**config.mk**
```make
export PLATFORM = sky130hd
export DESIGN_NAME = axis_cpu_loader_flat
export DESIGN_NICKNAME = d
export VERILOG_FILES = /design/src/rtl/axis_cpu_loader_if.sv /design/src/rtl/axis_cpu_loader.sv /design/src/flat_wrapper.sv
export SDC_FILE = /design/constraint.sdc
export NUM_CORES = 1
export LEC_CHECK = 0
export ABC_AREA = 1
export CAP_MARGIN = 20
export CORE_MARGIN = 4
export CORE_UTILIZATION = 35
export CTS_CLUSTER_SIZE = 28
export DETAILED_ROUTE_END_ITERATION = 6
export GPL_ROUTABILITY_DRIVEN = 0
export HOLD_SLACK_MARGIN = 0.03
export SETUP_SLACK_MARGIN = 0.1
export SYNTH_ARGS = -nofsm -noshare
export SYNTH_HDL_FRONTEND = slang
export SYNTH_SLANG_ARGS = --single-unit
```
**constraint.sdc**
```tcl
create_clock -name clk -period 2.1 [get_ports clk]
set_input_delay 0.42 -clock clk [delete_from_list [all_inputs] [get_ports clk]]
set_output_delay 0.42 -clock clk [all_outputs]
set_load 0.02 [all_outputs]
```
**src/rtl/axis_cpu_loader_if.sv**
```systemverilog
// -----------------------------------------------------------------------------
// axis_cpu_loader_if
//
// Bundles the two buses of axis_cpu_loader:
//   - the image-memory read port: img_addr, img_rd_en, and img_data, which
//     is valid one cycle after img_rd_en.
//   - the outgoing command stream: cmd_out_TDATA and cmd_out_TVALID. There
//     is no TREADY.
//
// Modports:
//   master : the loader side. It drives the address, strobe and stream, and
//            receives img_data.
//   slave  : the memory and receiver side.
// -----------------------------------------------------------------------------
interface axis_cpu_loader_if #(
  parameter int CODE_ADDR_WIDTH = 10
);
  logic [CODE_ADDR_WIDTH:0] img_addr;
  logic                     img_rd_en;
  logic [31:0]              img_data;
  logic [31:0]              cmd_out_TDATA;
  logic                     cmd_out_TVALID;

  modport master (
    output img_addr,
    output img_rd_en,
    input  img_data,
    output cmd_out_TDATA,
    output cmd_out_TVALID
  );

  modport slave (
    input  img_addr,
    input  img_rd_en,
    output img_data,
    input  cmd_out_TDATA,
    input  cmd_out_TVALID
  );
endinterface

```
**src/rtl/axis_cpu_loader.sv**
```systemverilog
// -----------------------------------------------------------------------------
// axis_cpu_loader
//
// Programs one axis_cpu over its cmd_in daisy-chain. On an accepted start
// request, the loader emits a series of two-beat register writes in this
// order:
//   1. PROG=1.
//   2. One write per instruction word.
//   3. One write per jump offset.
//   4. One write per immediate.
//   5. PROG=0.
// Instruction, jump-offset and immediate payloads are read from a synchronous
// image memory through a single running address counter. Each write is an
// address beat ({dest_id, reg}) followed by a data beat. After each data beat,
// the stream stays idle for GAP cycles.
//
// Ports:
//   clk, rstn         clock; asynchronous active-low reset
//   start             load request, accepted only while start_ready=1
//   start_ready       high in IDLE
//   dest_id           target CPU_ID, latched on accept
//   n_inst            instruction count, clamped to 2^CODE_ADDR_WIDTH
//   n_jmp, n_imm      jump-offset and immediate counts, each clamped to 16
//   abort             finish the current pair, then jump to PROG=0
//   busy              high whenever not IDLE
//   done              one-cycle pulse on return to IDLE
//   aborted           sticky abort flag, cleared on the next accept
//   bus               image read port and command stream (master modport)
// -----------------------------------------------------------------------------
module axis_cpu_loader #(
  parameter int CODE_ADDR_WIDTH = 10,
  parameter int REG_ADDR_WIDTH  = 4,
  parameter int CPU_ID_WIDTH    = 12,
  parameter int REG_PROG        = 0,
  parameter int REG_INST        = 1,
  parameter int REG_JMP_OFF     = 2,
  parameter int REG_IMM         = 3,
  parameter int GAP             = 0
) (
  input  logic                      clk,
  input  logic                      rstn,
  input  logic                      start,
  output logic                      start_ready,
  input  logic [CPU_ID_WIDTH-1:0]   dest_id,
  input  logic [CODE_ADDR_WIDTH:0]  n_inst,
  input  logic [4:0]                n_jmp,
  input  logic [4:0]                n_imm,
  input  logic                      abort,
  output logic                      busy,
  output logic                      done,
  output logic                      aborted,
  axis_cpu_loader_if.master         bus
);

  localparam int CW = CODE_ADDR_WIDTH + 1;
  localparam logic [CODE_ADDR_WIDTH:0] MAX_INST = CW'(1) << CODE_ADDR_WIDTH;
  localparam logic [3:0] GAP_LAST = (GAP > 0) ? 4'(GAP - 1) : 4'd0;

  typedef enum logic [2:0] {
    S_IDLE, S_PON, S_INST, S_JMP, S_IMM, S_POFF
  } state_t;

  // Position inside one write. PH_TAIL is the single idle cycle after the
  // PROG=0 write, before the FSM returns to IDLE.
  typedef enum logic [1:0] {
    PH_ADDR, PH_DATA, PH_GAP, PH_TAIL
  } phase_t;

  state_t                   state;
  phase_t                   phase;
  logic [3:0]               gap_cnt;
  logic [CPU_ID_WIDTH-1:0]  dest_q;
  logic [CODE_ADDR_WIDTH:0] inst_left;
  logic [4:0]               jmp_left;
  logic [4:0]               imm_left;
  logic [CODE_ADDR_WIDTH:0] addr_q;
  logic                     abort_pend;

  logic [31:0]              tdata_q;
  logic                     use_img_q;
  logic                     tvalid_q;
  logic                     rd_en_q;
  logic [CODE_ADDR_WIDTH:0] img_addr_q;

  logic [CODE_ADDR_WIDTH:0] n_inst_c;
  logic [4:0]               n_jmp_c;
  logic [4:0]               n_imm_c;
  logic                     pair_end;
  logic                     abort_take;
  state_t                   next_sec;

  function automatic logic [REG_ADDR_WIDTH-1:0] reg_of(input state_t s);
    case (s)
      S_INST:  reg_of = REG_ADDR_WIDTH'(REG_INST);
      S_JMP:   reg_of = REG_ADDR_WIDTH'(REG_JMP_OFF);
      S_IMM:   reg_of = REG_ADDR_WIDTH'(REG_IMM);
      default: reg_of = REG_ADDR_WIDTH'(REG_PROG);
    endcase
  endfunction

  function automatic logic [31:0] addr_word(input logic [CPU_ID_WIDTH-1:0] id,
                                            input state_t s);
    addr_word = '0;
    addr_word[REG_ADDR_WIDTH+CPU_ID_WIDTH-1:REG_ADDR_WIDTH] = id;
    addr_word[REG_ADDR_WIDTH-1:0] = reg_of(s);
  endfunction

  function automatic logic is_mem(input state_t s);
    is_mem = (s == S_INST) || (s == S_JMP) || (s == S_IMM);
  endfunction

  always_comb begin
    // NOTE: every always_comb output gets a default first, so no path can leave
    // a signal unassigned and infer a latch.
    n_inst_c   = n_inst;
    n_jmp_c    = n_jmp;
    n_imm_c    = n_imm;
    pair_end   = 1'b0;
    abort_take = 1'b0;
    next_sec   = S_POFF;

    if (n_inst > MAX_INST) n_inst_c = MAX_INST;
    if (n_jmp > 5'd16)     n_jmp_c  = 5'd16;
    if (n_imm > 5'd16)     n_imm_c  = 5'd16;

    // A write is over after its data beat, or after its last gap cycle.
    if (state != S_IDLE) begin
      if (phase == PH_DATA && GAP == 0)        pair_end = 1'b1;
      if (phase == PH_GAP && gap_cnt == 4'd0)  pair_end = 1'b1;
    end

    abort_take = abort && (state == S_PON || state == S_INST ||
                           state == S_JMP || state == S_IMM);

    // The per-section counters decrement as writes launch, so a fixed
    // priority picks the next non-empty section from any point.
    if (!(abort || abort_pend)) begin
      if (inst_left != '0)     next_sec = S_INST;
      else if (jmp_left != '0) next_sec = S_JMP;
      else if (imm_left != '0) next_sec = S_IMM;
    end
  end

  // NOTE: sequential state uses non-blocking assignments only, so every
  // register samples pre-edge values regardless of statement order.
  always_ff @(posedge clk or negedge rstn) begin
    if (!rstn) begin
      state       <= S_IDLE;
      phase       <= PH_ADDR;
      gap_cnt     <= '0;
      dest_q      <= '0;
      inst_left   <= '0;
      jmp_left    <= '0;
      imm_left    <= '0;
      addr_q      <= '0;
      abort_pend  <= 1'b0;
      tdata_q     <= '0;
      use_img_q   <= 1'b0;
      tvalid_q    <= 1'b0;
      rd_en_q     <= 1'b0;
      img_addr_q  <= '0;
      start_ready <= 1'b1;
      busy        <= 1'b0;
      done        <= 1'b0;
      aborted     <= 1'b0;
    end else begin
      done    <= 1'b0;
      rd_en_q <= 1'b0;

      if (abort_take) begin
        abort_pend <= 1'b1;
        aborted    <= 1'b1;
      end

      case (state)
        S_IDLE: begin
          if (start) begin
            dest_q      <= dest_id;
            inst_left   <= n_inst_c;
            jmp_left    <= n_jmp_c;
            imm_left    <= n_imm_c;
            addr_q      <= '0;
            abort_pend  <= 1'b0;
            aborted     <= 1'b0;
            busy        <= 1'b1;
            start_ready <= 1'b0;
            state       <= S_PON;
            phase       <= PH_ADDR;
            tvalid_q    <= 1'b1;
            use_img_q   <= 1'b0;
            tdata_q     <= addr_word(dest_id, S_PON);
          end
        end

        default: begin
          if (pair_end) begin
            if (state == S_POFF) begin
              phase     <= PH_TAIL;
              tvalid_q  <= 1'b0;
              use_img_q <= 1'b0;
              tdata_q   <= '0;
            end else begin
              // Launch the address beat of the next write. For memory
              // sections, the read issues now, so img_data is ready for the
              // data beat.
              state     <= next_sec;
              phase     <= PH_ADDR;
              tvalid_q  <= 1'b1;
              use_img_q <= 1'b0;
              tdata_q   <= addr_word(dest_q, next_sec);
              if (is_mem(next_sec)) begin
                rd_en_q    <= 1'b1;
                img_addr_q <= addr_q;
                addr_q     <= addr_q + 1'b1;
              end
              case (next_sec)
                S_INST:  inst_left <= inst_left - 1'b1;
                S_JMP:   jmp_left  <= jmp_left - 1'b1;
                S_IMM:   imm_left  <= imm_left - 1'b1;
                default: ;
              endcase
            end
          end else begin
            case (phase)
              PH_ADDR: begin
                phase     <= PH_DATA;
                tvalid_q  <= 1'b1;
                tdata_q   <= (state == S_PON) ? 32'h1 : 32'h0;
                use_img_q <= is_mem(state);
              end
              PH_DATA: begin
                // Reached only when GAP > 0; with GAP == 0, the data beat is
                // a pair end.
                phase     <= PH_GAP;
                gap_cnt   <= GAP_LAST;
                tvalid_q  <= 1'b0;
                use_img_q <= 1'b0;
                tdata_q   <= '0;
              end
              PH_GAP: begin
                gap_cnt <= gap_cnt - 1'b1;
              end
              PH_TAIL: begin
                state       <= S_IDLE;
                phase       <= PH_ADDR;
                done        <= 1'b1;
                busy        <= 1'b0;
                start_ready <= 1'b1;
              end
            endcase
          end
        end
      endcase
    end
  end

  // img_data arrives straight from the synchronous memory's output register
  // in the data-beat cycle, so it is passed through rather than re-registered.
  assign bus.cmd_out_TDATA  = use_img_q ? bus.img_data : tdata_q;
  assign bus.cmd_out_TVALID = tvalid_q;
  assign bus.img_rd_en      = rd_en_q;
  assign bus.img_addr       = img_addr_q;

endmodule

```
**src/flat_wrapper.sv**
```systemverilog
// flat-port wrapper written by rule: the top's interface ports become plain ports
module axis_cpu_loader_flat 
#(
  parameter int CODE_ADDR_WIDTH = 10,
  parameter int REG_ADDR_WIDTH  = 4,
  parameter int CPU_ID_WIDTH    = 12,
  parameter int REG_PROG        = 0,
  parameter int REG_INST        = 1,
  parameter int REG_JMP_OFF     = 2,
  parameter int REG_IMM         = 3,
  parameter int GAP             = 0
)
  (clk, rstn, start, start_ready, dest_id, n_inst, n_jmp, n_imm, abort, busy, done, aborted, bus_img_addr, bus_img_rd_en, bus_img_data, bus_cmd_out_TDATA, bus_cmd_out_TVALID);
  axis_cpu_loader_if #(.CODE_ADDR_WIDTH(CODE_ADDR_WIDTH)) bus_i ();
  input  logic clk;
  input  logic rstn;
  input  logic start;
  output logic start_ready;
  input  logic [CPU_ID_WIDTH-1:0] dest_id;
  input  logic [CODE_ADDR_WIDTH:0] n_inst;
  input  logic [4:0] n_jmp;
  input  logic [4:0] n_imm;
  input  logic abort;
  output logic busy;
  output logic done;
  output logic aborted;
  output wire logic [$bits(bus_i.img_addr)-1:0] bus_img_addr;
  output wire logic [$bits(bus_i.img_rd_en)-1:0] bus_img_rd_en;
  input wire logic [$bits(bus_i.img_data)-1:0] bus_img_data;
  output wire logic [$bits(bus_i.cmd_out_TDATA)-1:0] bus_cmd_out_TDATA;
  output wire logic [$bits(bus_i.cmd_out_TVALID)-1:0] bus_cmd_out_TVALID;
  assign bus_img_addr = bus_i.img_addr;
  assign bus_img_rd_en = bus_i.img_rd_en;
  assign bus_i.img_data = bus_img_data;
  assign bus_cmd_out_TDATA = bus_i.cmd_out_TDATA;
  assign bus_cmd_out_TVALID = bus_i.cmd_out_TVALID;
  axis_cpu_loader #(.CODE_ADDR_WIDTH(CODE_ADDR_WIDTH), .REG_ADDR_WIDTH(REG_ADDR_WIDTH), .CPU_ID_WIDTH(CPU_ID_WIDTH), .REG_PROG(REG_PROG), .REG_INST(REG_INST), .REG_JMP_OFF(REG_JMP_OFF), .REG_IMM(REG_IMM), .GAP(GAP)) u_core (.clk(clk), .rstn(rstn), .start(start), .start_ready(start_ready), .dest_id(dest_id), .n_inst(n_inst), .n_jmp(n_jmp), .n_imm(n_imm), .abort(abort), .busy(busy), .done(done), .aborted(aborted), .bus(bus_i));
endmodule
```
Word level (Yosys, flattened, before mapping)
Index checks and enable logic that the tools add are counted.
{"block": "classes", "n_addsub": 5, "magnitude_cmp": 3, "eq_ne": 15, "mux": 77, "bitwise": 3, "reduce_logical": 38}
{"cell": "2-to-1 mux 32 bit", "count": 4}
{"cell": "2-to-1 mux 11 bit", "count": 11}
{"cell": "case mux 32 bit (2 select lines)", "count": 1}
{"cell": "2-to-1 mux 5 bit", "count": 12}
{"cell": "2-to-1 mux 1 bit", "count": 31}
{"cell": "2-to-1 mux 3 bit", "count": 8}
{"cell": "AND reduction 4 bit", "count": 5}
{"cell": "2-to-1 mux 16 bit", "count": 1}
{"cell": "nonzero test 5 bit", "count": 3}
{"cell": "nonzero test 2 bit", "count": 7}
{"cell": "== test 3 x 2 -> 1 bit (second input constant)", "count": 4}
{"cell": "case mux 2 bit (3 select lines)", "count": 2}
{"cell": "adder 11 x 1 -> 11 bit (second input constant)", "count": 1}
{"cell": "> comparator 11 bit (second input constant)", "count": 1}
{"cell": "nonzero test 11 bit", "count": 1}
{"cell": "subtractor 11 x 1 -> 11 bit (second input constant)", "count": 1}
{"cell": "> comparator 5 bit (second input constant)", "count": 2}
{"cell": "subtractor 5 x 1 -> 5 bit (second input constant)", "count": 2}
{"cell": "== test 3 bit (second input constant)", "count": 3}
{"cell": "AND reduction 3 bit", "count": 3}
{"cell": "logical OR 1 bit", "count": 8}
{"cell": "2-to-1 mux 2 bit", "count": 4}
{"cell": "case mux 4 bit (2 select lines)", "count": 1}
{"cell": "!= test 2 bit (second input constant)", "count": 3}
{"cell": "other kinds (14)", "count": 22}
{"block": "word_totals", "regBits": 104, "wordCells": 159}

Logic depth before layout (Yosys ltp)
{"block": "logic_depth", "ltp_word": 12, "mapped_depth": 13, "mapped_depth_nobuf": 13}

Least setup slack after synthesis
Ideal clock, no wire load.
{"block": "synth_path", "path_type": "reg-to-reg", "start": "register u_core.phase[0]", "end": "register u_core.imm_left[2]", "arrival_ps": 1467, "t_required_ps": 1983, "slack_ps": 517, "stages_incl_launch_ff": 13, "synth_period_minus_slack_ps": 1583, "path_cell_list": "dfrtp_1 -> inv_1 -> ha_1 -> nand3_1 -> nand2_2 -> inv_1 -> nand2_1 -> nand2_1 -> inv_2 -> buf_6 -> nand2_1 -> nand2_1 -> nand2_1"}
{"block": "synth_between", "elab_chain_len": 6, "word_cells_on_any_way": 8}
{"element": "from (decl)", "line_no": "axis_cpu_loader.sv:70", "text": "phase_t phase;"}
{"element": "from (signal assigned)", "line_no": "axis_cpu_loader.sv:149", "text": "phase <= PH_ADDR;"}
{"element": "from (signal assigned)", "line_no": "axis_cpu_loader.sv:188", "text": "phase <= PH_ADDR;"}
{"element": "from (signal assigned)", "line_no": "axis_cpu_loader.sv:198", "text": "phase <= PH_TAIL;"}
{"element": "== test 2 x 1 -> 1 bit or == test 2 bit (tied branches)", "line_no": "axis_cpu_loader.sv:128, axis_cpu_loader.sv:129"}
{"element": "2-to-1 mux 1 bit or logical AND 1 bit (tied branches)", "line_no": "axis_cpu_loader.sv:128, axis_cpu_loader.sv:129"}
{"element": "2-to-1 mux 1 bit *", "line_no": "axis_cpu_loader.sv:129", "text": "if (phase == PH_GAP && gap_cnt == 4'd0) pair_end = 1'b1;"}
{"element": "2-to-1 mux 1 bit *", "line_no": "axis_cpu_loader.sv:127", "text": "if (state != S_IDLE) begin"}
{"element": "nonzero test 2 bit (no source line) *"}
{"element": "AND reduction 4 bit (no source line) *"}
{"element": "to (signal assigned)", "line_no": "axis_cpu_loader.sv:181", "text": "imm_left <= n_imm_c;"}
{"element": "to (signal assigned)", "line_no": "axis_cpu_loader.sv:219", "text": "S_IMM: imm_left <= imm_left - 1'b1;"}
{"element": "to (decl)", "line_no": "axis_cpu_loader.sv:75", "text": "logic [4:0] imm_left;"}
Mark *: on every way between the ends. The rest lies on a longest branch, timed or not.
A chain may end at the register's enable or synchronous reset.

Worst setup path after layout
{"block": "layout_path", "start": "register u_core.use_img_q", "end": "output port bus_cmd_out_TDATA[14]"}
{"block": "layout_between", "elab_chain_len": 1}
{"element": "from (decl)", "line_no": "axis_cpu_loader.sv:80", "text": "logic use_img_q;"}
{"element": "from (signal assigned)", "line_no": "axis_cpu_loader.sv:229", "text": "use_img_q <= is_mem(state);"}
{"element": "2-to-1 mux 32 bit", "line_no": "axis_cpu_loader.sv:259", "text": "assign bus.cmd_out_TDATA = use_img_q ? bus.img_data : tdata_q;"}
{"element": "to (decl)", "line_no": "flat_wrapper.sv:30", "text": "output wire logic [$bits(bus_i.cmd_out_TDATA)-1:0] bus_cmd_out_TDATA;"}
Every way passes these cells.

==> out/metrics.cfg <==
[detailed_routing]
wl_per_cell_um = 12.4
drtPass1Iterations = 4
drt_iter0_markers = 303
drc = 0
vias = 4813
route.met2.wl_mm = 6.06
viasPerCell = 4.54
routed_wl_mm = 13.2
ant_nets = 0
wl_met1_mm = 6.09
top_layer = met4
routed-wl-met3_um = 840

[yosys]
synth_nets = 826
yosysTopAreaCell = dfrtp_1
synth_area_um2 = 5150
synth_top_area_share_pct = 41.3
avgSynthCellArea_um2 = 6.93
synth_compound_area_share_pct = 6.99
synth-simple-area-share_pct = 37.3
synthTopCellsByArea = dfrtp_1 (41%), nand2_1 (22%), nand3_1 (6.1%)
synth-xor-area-share_pct = 1.53
seq_area_frac_synth_pct = 41.8
ys_seq_elements = 86
synthMuxAreaShare_pct = 0
yosysUniqueCellTypes = 31
synth_top_family_by_area = simple AND/OR/NAND/NOR gates
synth_fa_ha_area_share_pct = 3.16
synthCells = 744
yosys_warnings = 0

[clocking]
cts_buffer_depth = 2
cts_sinks = 86
holdBufCountCts = 0
clk_latency_ns = 0.34
cts_buffers = 9
htree_levels = 3
clockRootBuffer = clkbuf_16
cts_tree = done
clk_pin_slew_ns = 0.06

[die]
rows = 44
dieArea_um2 = 16700
dieWidth_um = 129
initial_core_util_pct = 35.6
die_h_um = 129
core_area_um2 = 14500
io_pins = 118

[timing]
slew_viol_final = 0
post-route-period-util_pct = 91.6
period_minus_slack_ns = 1.92
tightest_slew_ns = 0.432
setup-violations-final = 0
finalHoldViolCount = 0
max_freq_mhz = 520
rsz0062_at_grt = no
relSlewSlack_pct = 71.2
final.setup.tns_ns = 0
skew_ns = 0.00920

[power_and_ir_drop]
ir_drop_uv = 586
power.density_nw_per_um2 = 1350
leakagePower_uw = 0.00370
finalPower_uw = 9380

[cells_and_area]
final_common_cell = nand2_1
drive_gt1_share_pct = 8.69
diodes = 0
final_cell_mix = nand2_1 (307), dfrtp_1 (85), clkdlybuf4s50_1 (84)
n_fill_cell = 1486
area.growth.synth_to_final_pct = 34.4
finalNetCount = 952

[placement]
io_buffer_count = 117
hpwlAfterDp_mm = 9.62

[worst_setup_path]
cp_max_fo = 12
start_kind = flip-flop
required_ns = 1.68
cp-startpoint = u_core.use_img_q
r2r-start = u_core.state[1]
arrival_ns = 1.50
worstSetupPathType = flip-flop to output pin
worstSetupEndpointType = output pin

[global_route]
first_global_vias = 4553
grt_usage_pct = 16.1
grt_pass1_wl_mm = 21.8
grt_max_degree = 41
antenna_found_initial = 0
grt_overflow = 0

[job]
cap_violations = 0

[run_status]
status = completed

[min_path]
hold_class = input pin to async pin

## worst max-delay path, cell delays in order (launching register included)
cell           delay (ns)
dfrtp_1              0.43
clkinvlp_4           0.12
buf_4                0.18
nand2_1              0.07
nand2_1              0.06
dlygate4sd2_1        0.32
## worst paths after layout
| check | to | slack [ns] | depth (start not counted) |
|---|---|---|---|
| worst max-delay path | bus_cmd_out_TDATA[14] | 0.18 | 5 |
| max in group asynchronous | u_core.jmp_left[4] | 1.47 | 2 |
| worst min-delay path | u_core.inst_left[1] | 0.02 | 1 |
| worst max register to register | u_core.dest_q[0] | 0.30 | 7 |
| worst min register to register | u_core.start_ready | 0.47 | 2 |
| min in group clk | u_core.start_ready | 0.47 | 2 |
## cell families after synthesis
logic type               after synthesis
XOR/XNOR                               9
adder cells (fa/ha/maj)               13
AND/OR/NAND/NOR                      457
flip-flops                            86
buffers and inverters                110
AO/OA/AOI/OAI                         69
## registers in the layout, indices dropped and copies added, names as in the netlist
register	count
u_core.tdata_q	14
u_core.dest_q	12
u_core.addr_q	11
u_core.bus.img_addr	11
u_core.inst_left	11
u_core.imm_left	5
u_core.jmp_left	5
u_core.gap_cnt	4
u_core.state	3
u_core.phase	2
u_core.abort_pend	1
u_core.aborted	1
u_core.bus.cmd_out_TVALID	1
u_core.bus.img_rd_en	1
u_core.busy	1
u_core.done	1
u_core.start_ready	1
u_core.use_img_q	1
## synthesized netlist by cell type
cell type	number
inv_2	5
buf_2	7
inv_1	80
a21boi_0	1
nor3_1	3
buf_4	3
o21bai_1	2
nor2_4	2
nand2_4	3
and2_1	1
dfrtp_1	85
dfstp_2	1
nor2_2	8
o21ai_1	7
nand3_1	63
o21ai_0	46
a22oi_1	1
clkbuf_1	9
xor2_1	9
ha_1	13
or2_2	3
nor2_1	49
nand2_1	309
nand3_2	1
nand3b_1	1
o22ai_1	4
nand4_1	6
nand3_4	1
buf_6	6
a21oi_1	8
nand2_2	7
## area by class of cell
class	count	area (µm²)	area share, %
multi-input combinational	548	2550	36.9
sequential	86	2150	31.1
timing repair buffer	139	1340	19.4
inverter	85	329	4.75
clock buffer	11	243	3.50
tap	184	230	3.32
clock inverter	5	66.3	0.957
timing repair inverter	1	7.51	0.108
## power by group
group	leakage (µW)	internal, µW	switching [µW]	total (µW)
sequential	0.00111	2230	412	2650
combinational	0.00244	1880	3200	5080
clock	0.000148	970	687	1660
## routing by layer
metal  vias to the layer above  GRT usage (%)
met3                        12           2.97
met2                       113           26.6
li1                       2568              -
met5                         -              0
met4                         0           6.36
met1                      2120           20.8
## through the flow
stage                     instances  util [%]  setup slack, ns  area, µm²  hold slack (ns)
after floorplan                 744         -            0.517       5150            0.124
after global routing           1059      47.8            0.105       6930           0.0500
final                          1059      47.8            0.176       6930           0.0222
after CTS                      1054      47.3            0.147       6860           0.0323
after global placement         1036      45.3           0.0404       6550            0.388
after detailed placement       1036      45.3           0.0448       6550            0.390
## repair_timing
| item | in CTS | in global routing |
|---|---|---|
| setup endpoints to repair | 33 | 52 |
| pin swaps | 0 | 1 |
| buffers inserted | 2 | 4 |
| cloned | 0 | 1 |
| resized for setup | 37 | 9 |
Note: power is estimated with default switching activity, not from simulation.
